## config.mk

```make
export PLATFORM = sky130hd
export DESIGN_NAME = led_sequencer
export DESIGN_NICKNAME = d
export VERILOG_FILES = /design/src/rtl/led_seq_pkg.sv /design/src/rtl/led_prescaler.sv /design/src/rtl/led_sequencer.sv
export SDC_FILE = /design/constraint.sdc
export NUM_CORES = 1
export LEC_CHECK = 0
export CORE_ASPECT_RATIO = 1.2
export CORE_UTILIZATION = 51
export DETAILED_ROUTE_END_ITERATION = 6
export PLACE_DENSITY = 0.79
export SYNTH_ARGS = -nofsm -noshare
export SYNTH_HDL_FRONTEND = slang
export SYNTH_SLANG_ARGS = --single-unit
```

## constraint.sdc

```tcl
create_clock -name clock -period 1.8 [get_ports clock]
set_input_delay 0.36 -clock clock [delete_from_list [all_inputs] [get_ports clock]]
set_output_delay 0.36 -clock clock [all_outputs]
set_load 0.01 [all_outputs]
```

## src/rtl/led_seq_pkg.sv

```systemverilog
// Shared encodings for the LED sequencer: switch modes, colour bank selects
// and ping-pong sweep direction.
package led_seq_pkg;

  localparam logic [1:0] MODE_LEFT  = 2'b00;
  localparam logic [1:0] MODE_RIGHT = 2'b01;
  localparam logic [1:0] MODE_PING  = 2'b10;
  localparam logic [1:0] MODE_HOLD  = 2'b11;

  localparam logic [1:0] COL_R   = 2'b00;
  localparam logic [1:0] COL_G   = 2'b01;
  localparam logic [1:0] COL_B   = 2'b10;
  localparam logic [1:0] COL_ALL = 2'b11;

  localparam logic DIR_LEFT  = 1'b0;
  localparam logic DIR_RIGHT = 1'b1;

  localparam int unsigned N_BANKS = 3;

endpackage

```

## src/rtl/led_prescaler.sv

```systemverilog
// Rate prescaler: free-running counter that emits a one-cycle tick when it
// reaches the terminal count chosen by the rate switches.
module led_prescaler #(
  parameter int unsigned CNT_WIDTH = 32,
  parameter int unsigned LIMIT_0   = 2**23 - 1,
  parameter int unsigned LIMIT_1   = 2**24 - 1,
  parameter int unsigned LIMIT_2   = 2**25 - 1,
  parameter int unsigned LIMIT_3   = 2**26 - 1
) (
  input  logic       clock,
  input  logic       i_reset,
  input  logic       i_enable,
  input  logic [1:0] i_rate,
  output logic       o_tick
);

  logic [CNT_WIDTH-1:0] cnt_reg;
  logic [CNT_WIDTH-1:0] limit_sel;
  logic                 tick_reg;

  always_comb begin
    limit_sel = CNT_WIDTH'(LIMIT_3);
    case (i_rate)
      2'd0:    limit_sel = CNT_WIDTH'(LIMIT_0);
      2'd1:    limit_sel = CNT_WIDTH'(LIMIT_1);
      2'd2:    limit_sel = CNT_WIDTH'(LIMIT_2);
      default: limit_sel = CNT_WIDTH'(LIMIT_3);
    endcase
  end

  // >= rather than == so a lower rate selected mid-count ticks at once
  // instead of wrapping the whole counter.
  always_ff @(posedge clock) begin
    if (i_reset) begin
      cnt_reg  <= '0;
      tick_reg <= 1'b0;
    end else if (i_enable) begin
      if (cnt_reg >= limit_sel) begin
        cnt_reg  <= '0;
        tick_reg <= 1'b1;
      end else begin
        cnt_reg  <= cnt_reg + 1'b1;
        tick_reg <= 1'b0;
      end
    end else begin
      tick_reg <= 1'b0;
    end
  end

  assign o_tick = tick_reg;

endmodule

```

## src/rtl/led_sequencer.sv

```systemverilog
// LED pattern generator: prescaled tick steps a one-hot pattern (rotate,
// ping-pong or hold) that is routed to the selected colour bank(s).
module led_sequencer
  import led_seq_pkg::*;
#(
  parameter int unsigned N_LEDS    = 4,
  parameter int unsigned CNT_WIDTH = 32,
  parameter int unsigned LIMIT_0   = 2**23 - 1,
  parameter int unsigned LIMIT_1   = 2**24 - 1,
  parameter int unsigned LIMIT_2   = 2**25 - 1,
  parameter int unsigned LIMIT_3   = 2**26 - 1
) (
  input  logic              clock,
  input  logic              i_reset,
  input  logic              i_enable,
  input  logic [1:0]        i_rate,
  input  logic [1:0]        i_mode,
  input  logic [1:0]        i_color,
  output logic [N_LEDS-1:0] o_led_r,
  output logic [N_LEDS-1:0] o_led_g,
  output logic [N_LEDS-1:0] o_led_b,
  output logic              o_tick
);

  logic                          tick;
  logic [N_LEDS-1:0]             pattern_reg, pattern_next;
  logic                          dir_reg, dir_next;
  logic [N_BANKS-1:0][N_LEDS-1:0] led_reg, led_next;

  led_prescaler #(
    .CNT_WIDTH (CNT_WIDTH),
    .LIMIT_0   (LIMIT_0),
    .LIMIT_1   (LIMIT_1),
    .LIMIT_2   (LIMIT_2),
    .LIMIT_3   (LIMIT_3)
  ) u_prescaler (
    .clock    (clock),
    .i_reset  (i_reset),
    .i_enable (i_enable),
    .i_rate   (i_rate),
    .o_tick   (tick)
  );

  always_ff @(posedge clock) begin
    if (i_reset) begin
      pattern_reg <= N_LEDS'(1);
      dir_reg     <= DIR_LEFT;
    end else begin
      pattern_reg <= pattern_next;
      dir_reg     <= dir_next;
    end
  end

  // The registered tick is the step strobe, so the pattern moves one cycle
  // after the tick pulse is first visible.
  always_comb begin
    pattern_next = pattern_reg;
    dir_next     = dir_reg;
    if (tick) begin
      case (i_mode)
        MODE_LEFT:  pattern_next = {pattern_reg[N_LEDS-2:0], pattern_reg[N_LEDS-1]};
        MODE_RIGHT: pattern_next = {pattern_reg[0], pattern_reg[N_LEDS-1:1]};
        MODE_PING: begin
          if (dir_reg == DIR_LEFT && pattern_reg[N_LEDS-1]) begin
            dir_next     = DIR_RIGHT;
            pattern_next = pattern_reg >> 1;
          end else if (dir_reg == DIR_RIGHT && pattern_reg[0]) begin
            dir_next     = DIR_LEFT;
            pattern_next = pattern_reg << 1;
          end else if (dir_reg == DIR_LEFT) begin
            pattern_next = pattern_reg << 1;
          end else begin
            pattern_next = pattern_reg >> 1;
          end
        end
        default: pattern_next = pattern_reg;
      endcase
    end
  end

  // Bank index matches the colour code: 0 red, 1 green, 2 blue.
  for (genvar gi = 0; gi < N_BANKS; gi++) begin : gen_bank
    assign led_next[gi] = (i_color == 2'(gi) || i_color == COL_ALL) ? pattern_reg : '0;
  end

  always_ff @(posedge clock) begin
    if (i_reset) begin
      led_reg <= '0;
    end else begin
      led_reg <= led_next;
    end
  end

  assign o_led_r = led_reg[0];
  assign o_led_g = led_reg[1];
  assign o_led_b = led_reg[2];
  assign o_tick  = tick;

endmodule
```

==> metrics.cfg, run 1 <==
[outcome]
status=finished with violations
failed_checks=negative setup slack

[routing]
drtPass1Iterations=4
routed_wl_um=5510
ant_nets=0
vias=2085
avgViaCountPerCell=5.37
drtIter0Drc=59
drc=0
wl_per_cell_um=14.2

[placement]
pre_cts_ws_ps=-501
io_buffers=21
place_congestion=0.787
dp_hpwl_um=3680

[timing]
hold_ws_ps=539
min_period_ps=1990
skew_ps=8.00
finalSetupTns_ps=-5440
max_freq_ghz=0.501
setup_viol=32
rsz0062_at_grt=yes
finalCritPeriodShare_pct=111
report.final.slew_viol_count=0
setup_ws_ps=-195
slew_headroom_pct=72.3
worst_pin_slew_ps=412
final_hold_viol_count=0

[hold_path]
holdCritStartpoint=u_prescaler.cnt_reg[21]
min_path_type=flip-flop to flip-flop

[yosys]
synth_common_cells=dfxtp_1 (50), nor2_1 (44), nand2_1 (17)
ys_types=43
ys_top_cells_by_area=dfxtp_1 (42%), nor2_1 (7.0%), xnor2_1 (5.9%)
ys_warn_count=0
synth_nets=284
syn_area_mm2=0.00236
synth-edff-count=0
synth.yosys.seq_area_share_pct=42.4
yosysMostFrequentCell=dfxtp_1
netlist_instances=265
postSynthAreaPerCell_um2=8.92
ys_async_sr_fraction_pct=0
synth_largest_area_cell=dfxtp_1
synth-seq-cells=50
synth_flop_cell=dfxtp_1
synth_top_cell_area_share_pct=42.4

[cts]
cts-root-buf=clkbuf_8
clockBufferDepth=2
cts_max_level=2
tritoncts=built
clk_pin_slew_ps=90
cts_buffers=5
cts_num_sinks=50
hold_buffers=0
clock_latency_ps=300

[global_routing]
grt_pass1_wl_um=8850
grt_start_max_net_pins=15
antenna_found_initial=0
grt_overflow=0
first_global_vias=2041
grt_use_total_pct=23.0

[layout]
final_util_pct=73.0
nets=351
syn2layout_area_growth_pct=34.6
drive_gt1_share_pct=25.0
fillers=323
largest_reg_flops=32
antennaDiodeCount=0

[critical_path]
crit_path_end_kind=flip-flop
cp_data_required_time_ps=2000
crit_chain=nand4_4 -> or4_4 -> o31a_1 -> o21bai_4 -> buf_6 -> clkbuf_16 -> nor2_2
critPathMaxFanout=5
critPathMaxStageDelay_ps=560
startpoint=u_prescaler.cnt_reg[16]
worstReg2RegStart=u_prescaler.cnt_reg[16]
critPathSlowestCell=or4_4
start_kind=flip-flop
crit_arrival_ps=2190
path_class=flip-flop to flip-flop

[floorplanning]
dieArea_mm2=0.00491
initial_core_util_pct=54.2
die_h_um=76.6
fp.dieW_um=64.1
core.rowCount=26
core_area_mm2=0.00436
io_pins=22

[power_and_ir_drop]
total_power_mw=2.09
power.leakage_nw=1.24
peakVddDrop_mv=0.684
p_per_area_mw_per_mm2=658

[flow_run]
drv_cap=0

[repair_timing]
action | CTS | global route
buffers inserted | 3 | 0
cloned | 1 | 2
resized for setup | 6 | 17
pin swaps | 4 | 4
hold endpoints to repair | 0 | 0
setup endpoints to repair | 32 | 32
[power by group]
part           switching [mW]  internal, mW  leakage (nW)  total (mW)
sequential            0.00474          1.12         0.407        1.12
combinational          0.0785        0.0949         0.775       0.173
clock                   0.356         0.445        0.0573       0.801
[routing by layer]
layer / part of all wire [%] / GRT usage (%) / vias up
li1: - / - / 1043
met1: 41 / 24.4 / 983
met2: 54 / 44.0 / 49
met3: 2.7 / 4.49 / 10
met4: 2.1 / 8.00 / 0
met5: 0 / 0 / -
[kinds of logic (layout without fill, tap and decap cells)]
| kind of cell | after synthesis | in the layout | synth area share, % |
|---|---|---|---|
| adder cells (fa/ha/maj) | 10 | 10 | 5.29 |
| buffers and inverters | 14 | 81 | 3.60 |
| XOR/XNOR | 30 | 30 | 11.1 |
| multiplexers | 1 | 1 | 0.424 |
| AND/OR/NAND/NOR | 139 | 139 | 30.8 |
| flip-flops | 50 | 50 | 42.4 |
| AO/OA/AOI/OAI | 21 | 21 | 6.41 |
[cell type report]
type                       count  area [um^2]  area share [%]
clock buffer                   6         82.6            2.60
clock inverter                 1         30.0           0.944
inverter                       8         30.0           0.944
multi-input combinational    201         1330            41.8
sequential                    50         1010            31.7
tap                           56         70.1            2.20
timing repair buffer          66          628            19.7
[cell usage in the layout, fill, tap and decap left out, types with 8 or more instances in the layout]
cell,n
xnor2_1,16
nand2_1,17
buf_4,38
nor2_1,35
and2_1,14
inv_1,8
dfxtp_1,43
nor3_1,11
nand3_1,14
xor2_1,14
clkdlybuf4s50_1,19
nor2_2,10
nand4_1,9
ha_1,9
[final timing paths]
kind         depth (start not counted)                 endpoint  slack, ps
max                                  7   u_prescaler.cnt_reg[1]       -190
min                                  2  u_prescaler.cnt_reg[21]        540
max reg2reg                          7   u_prescaler.cnt_reg[1]       -190
min reg2reg                          2  u_prescaler.cnt_reg[21]        540
[stage by stage]
step | instance area [um^2] | std cells
finish | 3180 | 388
global route | 3180 | 388
CTS | 3080 | 386
detailed placement | 2900 | 375
global placement | 2900 | 375
floorplan | 2370 | 265
[worst max-delay path: cells and delay by family, from the launching register on]
family	cells	cell delay (ps)
AO/OA/AOI/OAI	2	520
buffers and inverters	2	300
flip-flops	1	360
AND/OR/NAND/NOR	3	700
(Power assumes the default switching activity.)
==> run 2: changes to the inputs <==
Settings changed: CAP_MARGIN set to 20.
==> results of run 2 <==
The final DEF is identical to that of run 1; final timing and power are the same.
